`src/rtl/imm_pkg.sv`:
```
// Shared types for the immediate-decode stage: format codes and the RV opcodes it decodes.
package imm_pkg;

  typedef enum logic [2:0] {
    NONE = 3'd0,
    I    = 3'd1,
    S    = 3'd2,
    B    = 3'd3,
    U    = 3'd4,
    J    = 3'd5,
    Z    = 3'd6
  } imm_fmt_e;

  localparam logic [6:0] OPC_LOAD      = 7'b0000011;
  localparam logic [6:0] OPC_OP_IMM    = 7'b0010011;
  localparam logic [6:0] OPC_OP_IMM_32 = 7'b0011011;
  localparam logic [6:0] OPC_JALR      = 7'b1100111;
  localparam logic [6:0] OPC_STORE     = 7'b0100011;
  localparam logic [6:0] OPC_BRANCH    = 7'b1100011;
  localparam logic [6:0] OPC_LUI       = 7'b0110111;
  localparam logic [6:0] OPC_AUIPC     = 7'b0010111;
  localparam logic [6:0] OPC_JAL       = 7'b1101111;
  localparam logic [6:0] OPC_SYSTEM    = 7'b1110011;

endpackage

```
`src/rtl/imm_decode_stage_if.sv`:
```
// Fetch-side and execute-side valid/ready bundle of the immediate-decode stage.
interface imm_decode_stage_if #(parameter int XLEN = 32);

  logic                 in_valid;
  logic                 in_ready;
  logic [31:0]          in_instr;
  logic [XLEN-1:0]      in_pc;
  logic                 out_valid;
  logic                 out_ready;
  logic [31:0]          out_instr;
  logic [XLEN-1:0]      out_pc;
  logic [XLEN-1:0]      out_imm;
  imm_pkg::imm_fmt_e    out_fmt;
  logic [XLEN-1:0]      out_pc_rel;

  modport slave (
    input  in_valid, in_instr, in_pc, out_ready,
    output in_ready, out_valid, out_instr, out_pc, out_imm, out_fmt, out_pc_rel
  );

  modport master (
    output in_valid, in_instr, in_pc, out_ready,
    input  in_ready, out_valid, out_instr, out_pc, out_imm, out_fmt, out_pc_rel
  );

endinterface

```
`src/rtl/imm_extract.sv`:
```
// Combinational opcode -> {immediate, format} decode, extended to XLEN.
module imm_extract
  import imm_pkg::*;
#(
  parameter int XLEN       = 32,
  parameter bit ENABLE_CSR = 1'b1
) (
  input  logic [31:0]     instr,
  output logic [XLEN-1:0] imm,
  output imm_fmt_e        fmt
);

  logic [31:0] imm32;

  always_comb begin
    fmt   = NONE;
    imm32 = '0;
    case (instr[6:0])
      OPC_LOAD, OPC_OP_IMM, OPC_JALR: begin
        fmt   = I;
        imm32 = {{20{instr[31]}}, instr[31:20]};
      end
      OPC_OP_IMM_32: begin
        if (XLEN == 64) begin
          fmt   = I;
          imm32 = {{20{instr[31]}}, instr[31:20]};
        end
      end
      OPC_STORE: begin
        fmt   = S;
        imm32 = {{20{instr[31]}}, instr[31:25], instr[11:7]};
      end
      OPC_BRANCH: begin
        fmt   = B;
        imm32 = {{20{instr[31]}}, instr[7], instr[30:25], instr[11:8], 1'b0};
      end
      OPC_LUI, OPC_AUIPC: begin
        fmt   = U;
        imm32 = {instr[31:12], 12'b0};
      end
      OPC_JAL: begin
        fmt   = J;
        imm32 = {{12{instr[31]}}, instr[19:12], instr[20], instr[30:21], 1'b0};
      end
      OPC_SYSTEM: begin
        // funct3[2] selects the uimm CSR forms (csrrwi/csrrsi/csrrci)
        if (ENABLE_CSR && instr[14]) begin
          fmt   = Z;
          imm32 = {27'b0, instr[19:15]};
        end
      end
      default: ;
    endcase
  end

  // uimm has bit 31 clear, so sign extension also zero-extends it
  assign imm = XLEN'(signed'(imm32));

endmodule

```
`src/rtl/imm_decode_stage.sv`:
```
// Registered immediate-decode stage: decode + pc-relative add at the input, 2-entry skid buffer.
module imm_decode_stage
  import imm_pkg::*;
#(
  parameter int XLEN       = 32,
  parameter bit ENABLE_CSR = 1'b1
) (
  input  logic                clk,
  input  logic                rst,
  input  logic                flush,
  imm_decode_stage_if.slave   io
);

  typedef struct packed {
    logic [31:0]     instr;
    logic [XLEN-1:0] pc;
    logic [XLEN-1:0] imm;
    logic [XLEN-1:0] pc_rel;
    imm_fmt_e        fmt;
  } entry_t;

  logic [XLEN-1:0] ext_imm;
  imm_fmt_e        ext_fmt;
  entry_t          in_e, out_q, skid_q;
  logic            out_v, skid_v;
  logic            in_fire, out_load;

  imm_extract #(.XLEN(XLEN), .ENABLE_CSR(ENABLE_CSR)) u_extract (
    .instr (io.in_instr),
    .imm   (ext_imm),
    .fmt   (ext_fmt)
  );

  assign in_e = '{instr: io.in_instr, pc: io.in_pc, imm: ext_imm,
                  pc_rel: io.in_pc + ext_imm, fmt: ext_fmt};

  // in_ready depends only on the skid flag, keeping out_ready off the upstream path
  assign in_fire  = io.in_valid && !skid_v;
  assign out_load = !out_v || io.out_ready;

  always_ff @(posedge clk) begin
    if (rst) begin
      out_v  <= 1'b0;
      skid_v <= 1'b0;
      out_q  <= '0;
      skid_q <= '0;
    end else if (flush) begin
      out_v  <= 1'b0;
      skid_v <= 1'b0;
    end else if (out_load) begin
      if (skid_v) begin
        out_q  <= skid_q;
        out_v  <= 1'b1;
        skid_v <= 1'b0;
      end else if (in_fire) begin
        out_q  <= in_e;
        out_v  <= 1'b1;
      end else begin
        out_v  <= 1'b0;
      end
    end else if (in_fire) begin
      skid_q <= in_e;
      skid_v <= 1'b1;
    end
  end

  assign io.in_ready   = !skid_v;
  assign io.out_valid  = out_v;
  assign io.out_instr  = out_q.instr;
  assign io.out_pc     = out_q.pc;
  assign io.out_imm    = out_q.imm;
  assign io.out_fmt    = out_q.fmt;
  assign io.out_pc_rel = out_q.pc_rel;

endmodule

```
`src/flat_wrapper.sv`:
```
// flat-port wrapper written by rule: the top's interface ports become plain ports
module imm_decode_stage_flat import imm_pkg::*;
#(
  parameter int XLEN       = 32,
  parameter bit ENABLE_CSR = 1'b1
)
  (clk, rst, flush, io_in_valid, io_in_instr, io_in_pc, io_out_ready, io_in_ready, io_out_valid, io_out_instr, io_out_pc, io_out_imm, io_out_fmt, io_out_pc_rel);
  imm_decode_stage_if #(.XLEN(XLEN)) io_i ();
  input  logic clk;
  input  logic rst;
  input  logic flush;
  input wire logic [$bits(io_i.in_valid)-1:0] io_in_valid;
  input wire logic [$bits(io_i.in_instr)-1:0] io_in_instr;
  input wire logic [$bits(io_i.in_pc)-1:0] io_in_pc;
  input wire logic [$bits(io_i.out_ready)-1:0] io_out_ready;
  output wire logic [$bits(io_i.in_ready)-1:0] io_in_ready;
  output wire logic [$bits(io_i.out_valid)-1:0] io_out_valid;
  output wire logic [$bits(io_i.out_instr)-1:0] io_out_instr;
  output wire logic [$bits(io_i.out_pc)-1:0] io_out_pc;
  output wire logic [$bits(io_i.out_imm)-1:0] io_out_imm;
  output wire logic [$bits(io_i.out_fmt)-1:0] io_out_fmt;
  output wire logic [$bits(io_i.out_pc_rel)-1:0] io_out_pc_rel;
  assign io_i.in_valid = io_in_valid;
  assign io_i.in_instr = io_in_instr;
  assign io_i.in_pc = io_in_pc;
  assign io_i.out_ready = io_out_ready;
  assign io_in_ready = io_i.in_ready;
  assign io_out_valid = io_i.out_valid;
  assign io_out_instr = io_i.out_instr;
  assign io_out_pc = io_i.out_pc;
  assign io_out_imm = io_i.out_imm;
  assign io_out_fmt = io_i.out_fmt;
  assign io_out_pc_rel = io_i.out_pc_rel;
  imm_decode_stage #(.XLEN(XLEN), .ENABLE_CSR(ENABLE_CSR)) u_core (.clk(clk), .rst(rst), .flush(flush), .io(io_i));
endmodule
```
`config.mk`:
```
export PLATFORM = sky130hd
export DESIGN_NAME = imm_decode_stage_flat
export DESIGN_NICKNAME = d
export VERILOG_FILES = /design/src/rtl/imm_pkg.sv /design/src/rtl/imm_decode_stage_if.sv /design/src/rtl/imm_extract.sv /design/src/rtl/imm_decode_stage.sv /design/src/flat_wrapper.sv
export SDC_FILE = /design/constraint.sdc
export NUM_CORES = 1
export LEC_CHECK = 0
export BUFFER_PORTS_ARGS = -buffer_cell sky130_fd_sc_hd__buf_4
export CORE_UTILIZATION = 61
export DETAILED_ROUTE_END_ITERATION = 8
export PLACE_DENSITY = 0.9
export REMOVE_ABC_BUFFERS = 1
export SLEW_MARGIN = 20
export SYNTH_ARGS = -nofsm -noshare
export SYNTH_HDL_FRONTEND = slang
export SYNTH_SLANG_ARGS = --single-unit
```
`constraint.sdc`:
```
create_clock -name clk -period 9.79 [get_ports clk]
set_input_delay 0.979 -clock clk [delete_from_list [all_inputs] [get_ports clk]]
set_output_delay 0.979 -clock clk [all_outputs]
set_load 0.05 [all_outputs]
```
### After elaboration in Yosys (flattened, before gate mapping)

Cells that the tools add are included.

| word-level totals | value |
|---|---|
| bits in registers | 264 |
| input port bits | 69 |
| output and inout bits | 133 |
| word-level logic and storage cells | 43 |

| cells by class | value |
|---|---|
| add/subtract/negate cells | 1 |
| equality and inequality tests | 9 |
| mux-type cells | 8 |
| bitwise operators | 2 |
| reductions and logical operators | 11 |

Operator list:

| kind | number |
|---|---|
| 131-bit two-way mux | 2 |
| 32-bit one-hot mux with 6 select lines | 1 |
| 32-bit adder | 1 |
| 7-bit == test, second input constant | 4 |
| 3-bit one-hot mux with 6 select lines | 1 |
| 7-bit by 5-bit == test with 1-bit output, second input constant | 2 |
| 7-bit by 6-bit == test with 1-bit output, second input constant | 2 |
| 7-bit by 2-bit == test with 1-bit output, second input constant | 1 |
| 3-bit AND reduction | 2 |
| 3-bit OR reduction | 2 |
| 5-bit two-way mux | 1 |
| 2-bit OR reduction | 2 |
| 3-bit two-way mux | 1 |
| 1-bit zero test | 2 |
| 1-bit two-way mux | 2 |
| 1-bit NOT | 2 |
| 2-bit nonzero test | 1 |
| 1-bit logical AND | 1 |
| 1-bit logical OR | 1 |

### Longest topological paths before layout

| logic depth | value |
|---|---|
| word-level depth | 6 |
| mapped depth | 19 |
| mapped depth without buffers | 17 |

### Modules after synthesis

A second synthesis with hierarchy kept.

| second synthesis, totals | value |
|---|---|
| cells, all modules | 1,504 |
| area total of the unflattened synthesis | 12,415.7 um^2 |

Modules (own cells, without submodules):

| module | instances | cells an instance | area an instance (um^2) | sequential area each (um^2) |
|---|---|---|---|---|
| imm_decode_stage | 1 | 1,419 | 11,848.9 | 5,285.1 |
| imm_extract | 1 | 85 | 566.8 | 0.0 |

### Worst setup path before layout

OpenSTA, ideal clock, no wires.

| timing | value |
|---|---|
| path kind | input -> register |
| start point | in io_in_instr[5] |
| end point | reg u_core.skid_q[34] (netlist bit) |
| library setup time | 0.086 ns |
| arrival time | 4.182 ns |
| path slack | 5.522 ns |
| stages on the path | 19 |
| buffers on the path | 2 |
| cells stage by stage | buf_2 -> nand3b_1 -> nor2_1 -> o21a_1 -> or2_4 -> and2_1 -> buf_4 -> a21oi_1 -> inv_1 -> ha_1 -> a21o_1 -> a21o_1 -> a21o_1 -> a31o_2 -> a2111o_1 -> a21oi_1 -> or3_1 -> nand2_1 -> a211oi_1 |

| between the ends | value |
|---|---|
| cells in the longest elaborated chain, start to end | 4 |
| elaborated cells between the ends (all ways) | 13 |
| those cells by class | add/sub (1); eq/ne (9); mux (1); reduce/logical (2) |

RTL lines:

| what | RTL line | source |
|---|---|---|
| start, declared | flat_wrapper.sv:13 | `input wire logic [$bits(io_i.in_instr)-1:0] io_in_instr;` |
| 7-bit by 2-bit == test with 1-bit output, or another cell as far along | imm_extract.sv:18 | `case (instr[6:0])` |
| 3-bit OR reduction / 2-bit OR reduction (equally long branches) | imm_extract.sv:18 |  |
| 32-bit one-hot mux with 6 select lines * | imm_extract.sv:18 |  |
| net u_core.ext_imm[22] | imm_decode_stage.sv:22 | `logic [XLEN-1:0] ext_imm;` |
| 32-bit adder * | imm_decode_stage.sv:35 | `pc_rel: io.in_pc + ext_imm, fmt: ext_fmt};` |
| end signal, assigned | imm_decode_stage.sv:62 | `skid_q <= in_e;` |
| end, declared | imm_decode_stage.sv:24 | `entry_t in_e, out_q, skid_q;` |

The timed path passes the listed nets; every way through them passes the cells marked *.
A chain may end at the register's enable or synchronous reset.

### Worst setup path after layout

| timing | value |
|---|---|
| start point | in io_in_instr[1] |
| end point | reg u_core.out_q, in the netlist u_core.io.out_pc_rel[30] |

| between the ends | value |
|---|---|
| cells in the longest elaborated chain, start to end | 6 |
| elaborated cells between the ends (all ways) | 15 |
| those cells by class | add/sub (1); eq/ne (9); mux (3); reduce/logical (2) |

RTL lines:

| what | RTL line | source |
|---|---|---|
| 7-bit by 2-bit == test with 1-bit output, or another cell as far along | imm_extract.sv:18 |  |
| 3-bit OR reduction / 2-bit OR reduction (equally long branches) | imm_extract.sv:18 |  |
| 32-bit one-hot mux with 6 select lines * | imm_extract.sv:18 |  |
| net u_core.ext_imm[21] | imm_decode_stage.sv:22 |  |
| 32-bit adder * | imm_decode_stage.sv:35 |  |
| 131-bit two-way mux * | imm_decode_stage.sv:55 | `end else if (in_fire) begin` |
| 131-bit two-way mux * | imm_decode_stage.sv:51 | `if (skid_v) begin` |
| end signal, assigned | imm_decode_stage.sv:52 | `out_q <= skid_q;` |
| end signal, assigned | imm_decode_stage.sv:56 | `out_q <= in_e;` |
| end, declared | imm_decode_stage.sv:24 |  |

The timed path passes the listed nets; every way through them passes the cells marked *. The select of a mux whose other input is x is not followed.

==> metrics.yaml <==
synthesis:
  synthDistinctLibCells: 65
  async_flop_share_pct: 0
  synthTopCellsByCount: "nand2_1 (291), dfxtp_1 (264), a21oi_1 (187)"
  synth_edf_count: 0
  synth_area_sq_um: 12420
  avgSynthCellArea_sq_um: 7.978
  yosysSeqAreaShare_pct: 42.55
  yosys_warnings: 0
  synth_most_common_cell: "nand2_1"
  synth_seq_cells: 264
  synth_top_area_share_pct: 42.55
  yosysTopAreaCell: "dfxtp_1"
  synthCells: 1557
  ys_top_cells_by_area: "dfxtp_1 (43%), nand2_1 (8.8%), a21oi_1 (7.5%), a211oi_1 (6.7%), mux2i_1 (6.2%)"
  synth-main-ff-cell: "dfxtp_1"
setup_path:
  rr_startpoint: "u_core.io.out_valid$_SDFFE_PP0P_"
  cp-end-kind: "flip-flop"
  critPathMaxFanout: 11
  rrSetupSlack_ns: 6.99
  worstPathCellList: "buf_4, and2_1, nand2b_1, nor4b_4, or2_4, and2_1, a21oi_1, inv_1, ha_1, a21oi_1, o21bai_1, a21o_1, a31o_2, o21bai_1, a21o_1, a31oi_1, xor2_1, a221oi_1"
  slowest_delay_ns: 0.47
  criticalPathCategory: "input port to flip-flop"
  path_buf_inv: 2
  start_kind: "input port"
  r2r_cells: 5
  crit_path_top_delay_cell: "and2_1"
  critical-path-top-delay-family: "compound AO/OA/AOI/OAI gates"
  worstPathArrival_ns: 4.91
  required_ns: 10.23
  r2r_end: "u_core.skid_q[22]$_SDFFE_PP0P_"
drt:
  ant_nets: 0
  first_pass_iters: 5
  vias: 11647
  drc_errors: 0
  wl_mm: 33.55
  post_drt_via_cell_ratio: 5.954
  wl_per_cell_um: 17.15
  drt-initial-drc-count: 1078
die:
  die_h_um: 144.7
  start_util_pct: 63.00
  die_area_sq_um: 20940
  ioPinCount: 202
  num_rows: 51
  die_w_um: 144.7
  core_area_sq_um: 19720
pwr:
  p_leak_nw: 5.902
  p_per_area_nw_per_um2: 170.8
  ir_drop_uv: 138.2
sta:
  fmax_mhz: 223.3
  fin_crit_sh_pct: 45.74
  hold_viol: 0
  slew_headroom_pct: 27.52
  worst_slack_ns: 5.312
  setup-violations-final: 0
  whs_ns: 0.4514
  tightest_slew_ns: 1.087
  finalClockSkew_ns: 0.02448
  rsz0062_at_grt: "no"
  slew_viol_final: 0
  layout_min_cycle_time_ns: 4.478
  final.setup.tns_ns: 0
clock_network:
  cts.repair.resized: 0
  cts_sinks: 264
  cts_tree: "built"
  root_buffer: "clkbuf_16"
  hold_buffers: 0
  clock_latency_ns: 0.54
  cts_inserted_buffers: 27
  htree_levels: 1
  clkSlewWorstSetupHoldPaths_ns: 0.06
  clk_path_buf_depth: 3
  cts_setup_buffers: 0
layout:
  num_antenna_cells: 0
  finalNonFillerCells: 1956
  drive_gt1_share_pct: 15.79
  multi_input_comb_area_sq_um: 6558
  nNetsFinal: 1772
  regArea_sq_um: 5289
  fillers: 1419
  area_delta_synth_final_pct: 18.86
placement:
  gp_congestion: 0.8851
  numPlacedInstances: 1907
  port_buffers: 201
  place_hpwl_mm: 21.61
  post-place-ws_ns: 4.836
global_route:
  overflow: 0
  grt_pass1_wl_mm: 52.71
  antenna_found_initial: 0
  track_usage_pct: 31.44
  first_global_vias: 10461
  grt_max_degree: 219
run:
  cap_violations: 0
hold_path:
  min_from: "u_core.io.out_imm[23]$_SDFFE_PP0P_"
  holdPathStages: 2
  hold_class: "flip-flop to flip-flop"
  hold-path-endpoint: "u_core.io.out_imm[23]$_SDFFE_PP0P_"
run_status:
  status: "complete, no violations"
==> worst max path at each step <==
stage,start,depth (start not counted),slack [ns],endpoint
floorplan,u_core.skid_v$_SDFFE_PP0P_,4,-6.62,u_core.io.out_pc_rel[19]$_SDFFE_PP0P_
global route,io_in_instr[1],18,5.09,u_core.io.out_pc_rel[30]$_SDFFE_PP0P_
CTS,io_in_instr[1],18,5.40,u_core.io.out_pc_rel[30]$_SDFFE_PP0P_
global placement,io_in_instr[1],18,5.12,u_core.io.out_pc_rel[31]$_SDFFE_PP0P_
detailed placement,io_in_instr[1],18,4.84,u_core.io.out_pc_rel[30]$_SDFFE_PP0P_
finish,io_in_instr[1],18,5.31,u_core.io.out_pc_rel[30]$_SDFFE_PP0P_
==> per-layer routing <==
layer | GRT usage, % | share of wire (%) | routed length (um) | up-vias
met4 | 11.80 | 3.6 | 1201 | 0
li1 | - | - | - | 5640
met3 | 6.088 | 8.6 | 2898 | 81
met2 | 51.44 | 46 | 15550 | 498
met1 | 41.02 | 41 | 13900 | 5428
met5 | 0 | 0 | 0 | -
==> layout by cell type, fill, tap and decap left out, types with 4 or more instances in the layout <==
cell type  netlist  layout
nand2_1        291     291
dfxtp_1        264     263
buf_4            2     205
a21oi_1        187     187
nor2_1         174     174
a211oi_1       111     111
mux2i_1         77      77
o21ai_0         62      62
inv_1           35      35
ha_1            31      31
clkbuf_16        0      27
a21o_1          17      17
xnor2_1         15      15
o211ai_1        14      14
nor3_1          14      12
nand3_1         13      12
xor2_1          12      12
clkbuf_1       106      11
and2_1           9       9
clkbuf_8         0       7
nand2b_1         6       6
or3_1            7       6
and3_1           7       6
a222oi_1         4       4
nor3b_1          4       4
a31oi_1          4       4
nor3_2           2       4
and4_1           4       4
nor2b_1          4       4
o21ai_1          4       4
==> power by group <==
part / internal [mW] / total [mW] / switching [mW]
Sequential: 1.11 / 1.13 / 0.0197
Combinational: 0.117 / 0.370 / 0.253
Clock: 0.607 / 1.02 / 0.415
==> registers in the layout (all words and copies together), names as in the netlist <==
| register | flops |
|---|---|
| u_core.io.out_fmt | 3 |
| u_core.io.out_imm | 32 |
| u_core.skid_q | 131 |
| u_core.skid_v | 1 |
| u_core.io.out_instr | 32 |
| u_core.io.out_pc_rel | 32 |
| u_core.io.out_pc | 32 |
| u_core.io.out_valid | 1 |
==> worst reg2reg max path, stage by stage, from the launching register on <==
cell and delay [ns]:
dfxtp_1 0.35, nor2b_1 0.38, and3_4 0.71, buf_4 0.85, and4_1 0.34, a311o_1 0.11
==> metrics by stage <==
step | area (sq um) | power (mW) | util (%)
finish | 14760 | 2.522 | 74.88
global route | 14760 | 2.605 | 74.88
CTS | 14760 | 2.530 | 74.88
detailed placement | 13890 | 1.519 | 70.42
global placement | 13890 | 1.512 | 70.42
floorplan | 11950 | 1.396 | -
==> cells by family (layout without fill, tap and decap cells) <==
family,count (synthesis),after routing,share of synthesized area [%]
AND/OR/NAND/NOR,550,550,18.56
AO/OA/AOI/OAI,448,448,22.51
flip-flops,264,264,42.55
buffers and inverters,158,292,4.895
multiplexers,78,78,6.295
adder cells (fa/ha/maj),32,32,3.284
XOR/XNOR,27,27,1.904
==> cell type report <==
class / instances / area share [%]
multi-input cells: 1135 / 44.42
well taps: 265 / 2.246
repair buffers: 207 / 10.65
flip-flops and latches: 264 / 35.82
clock buffers: 44 / 5.415
inverters: 36 / 0.9153
clock inverters: 5 / 0.5339
Power figures use the tool's default switching activity.
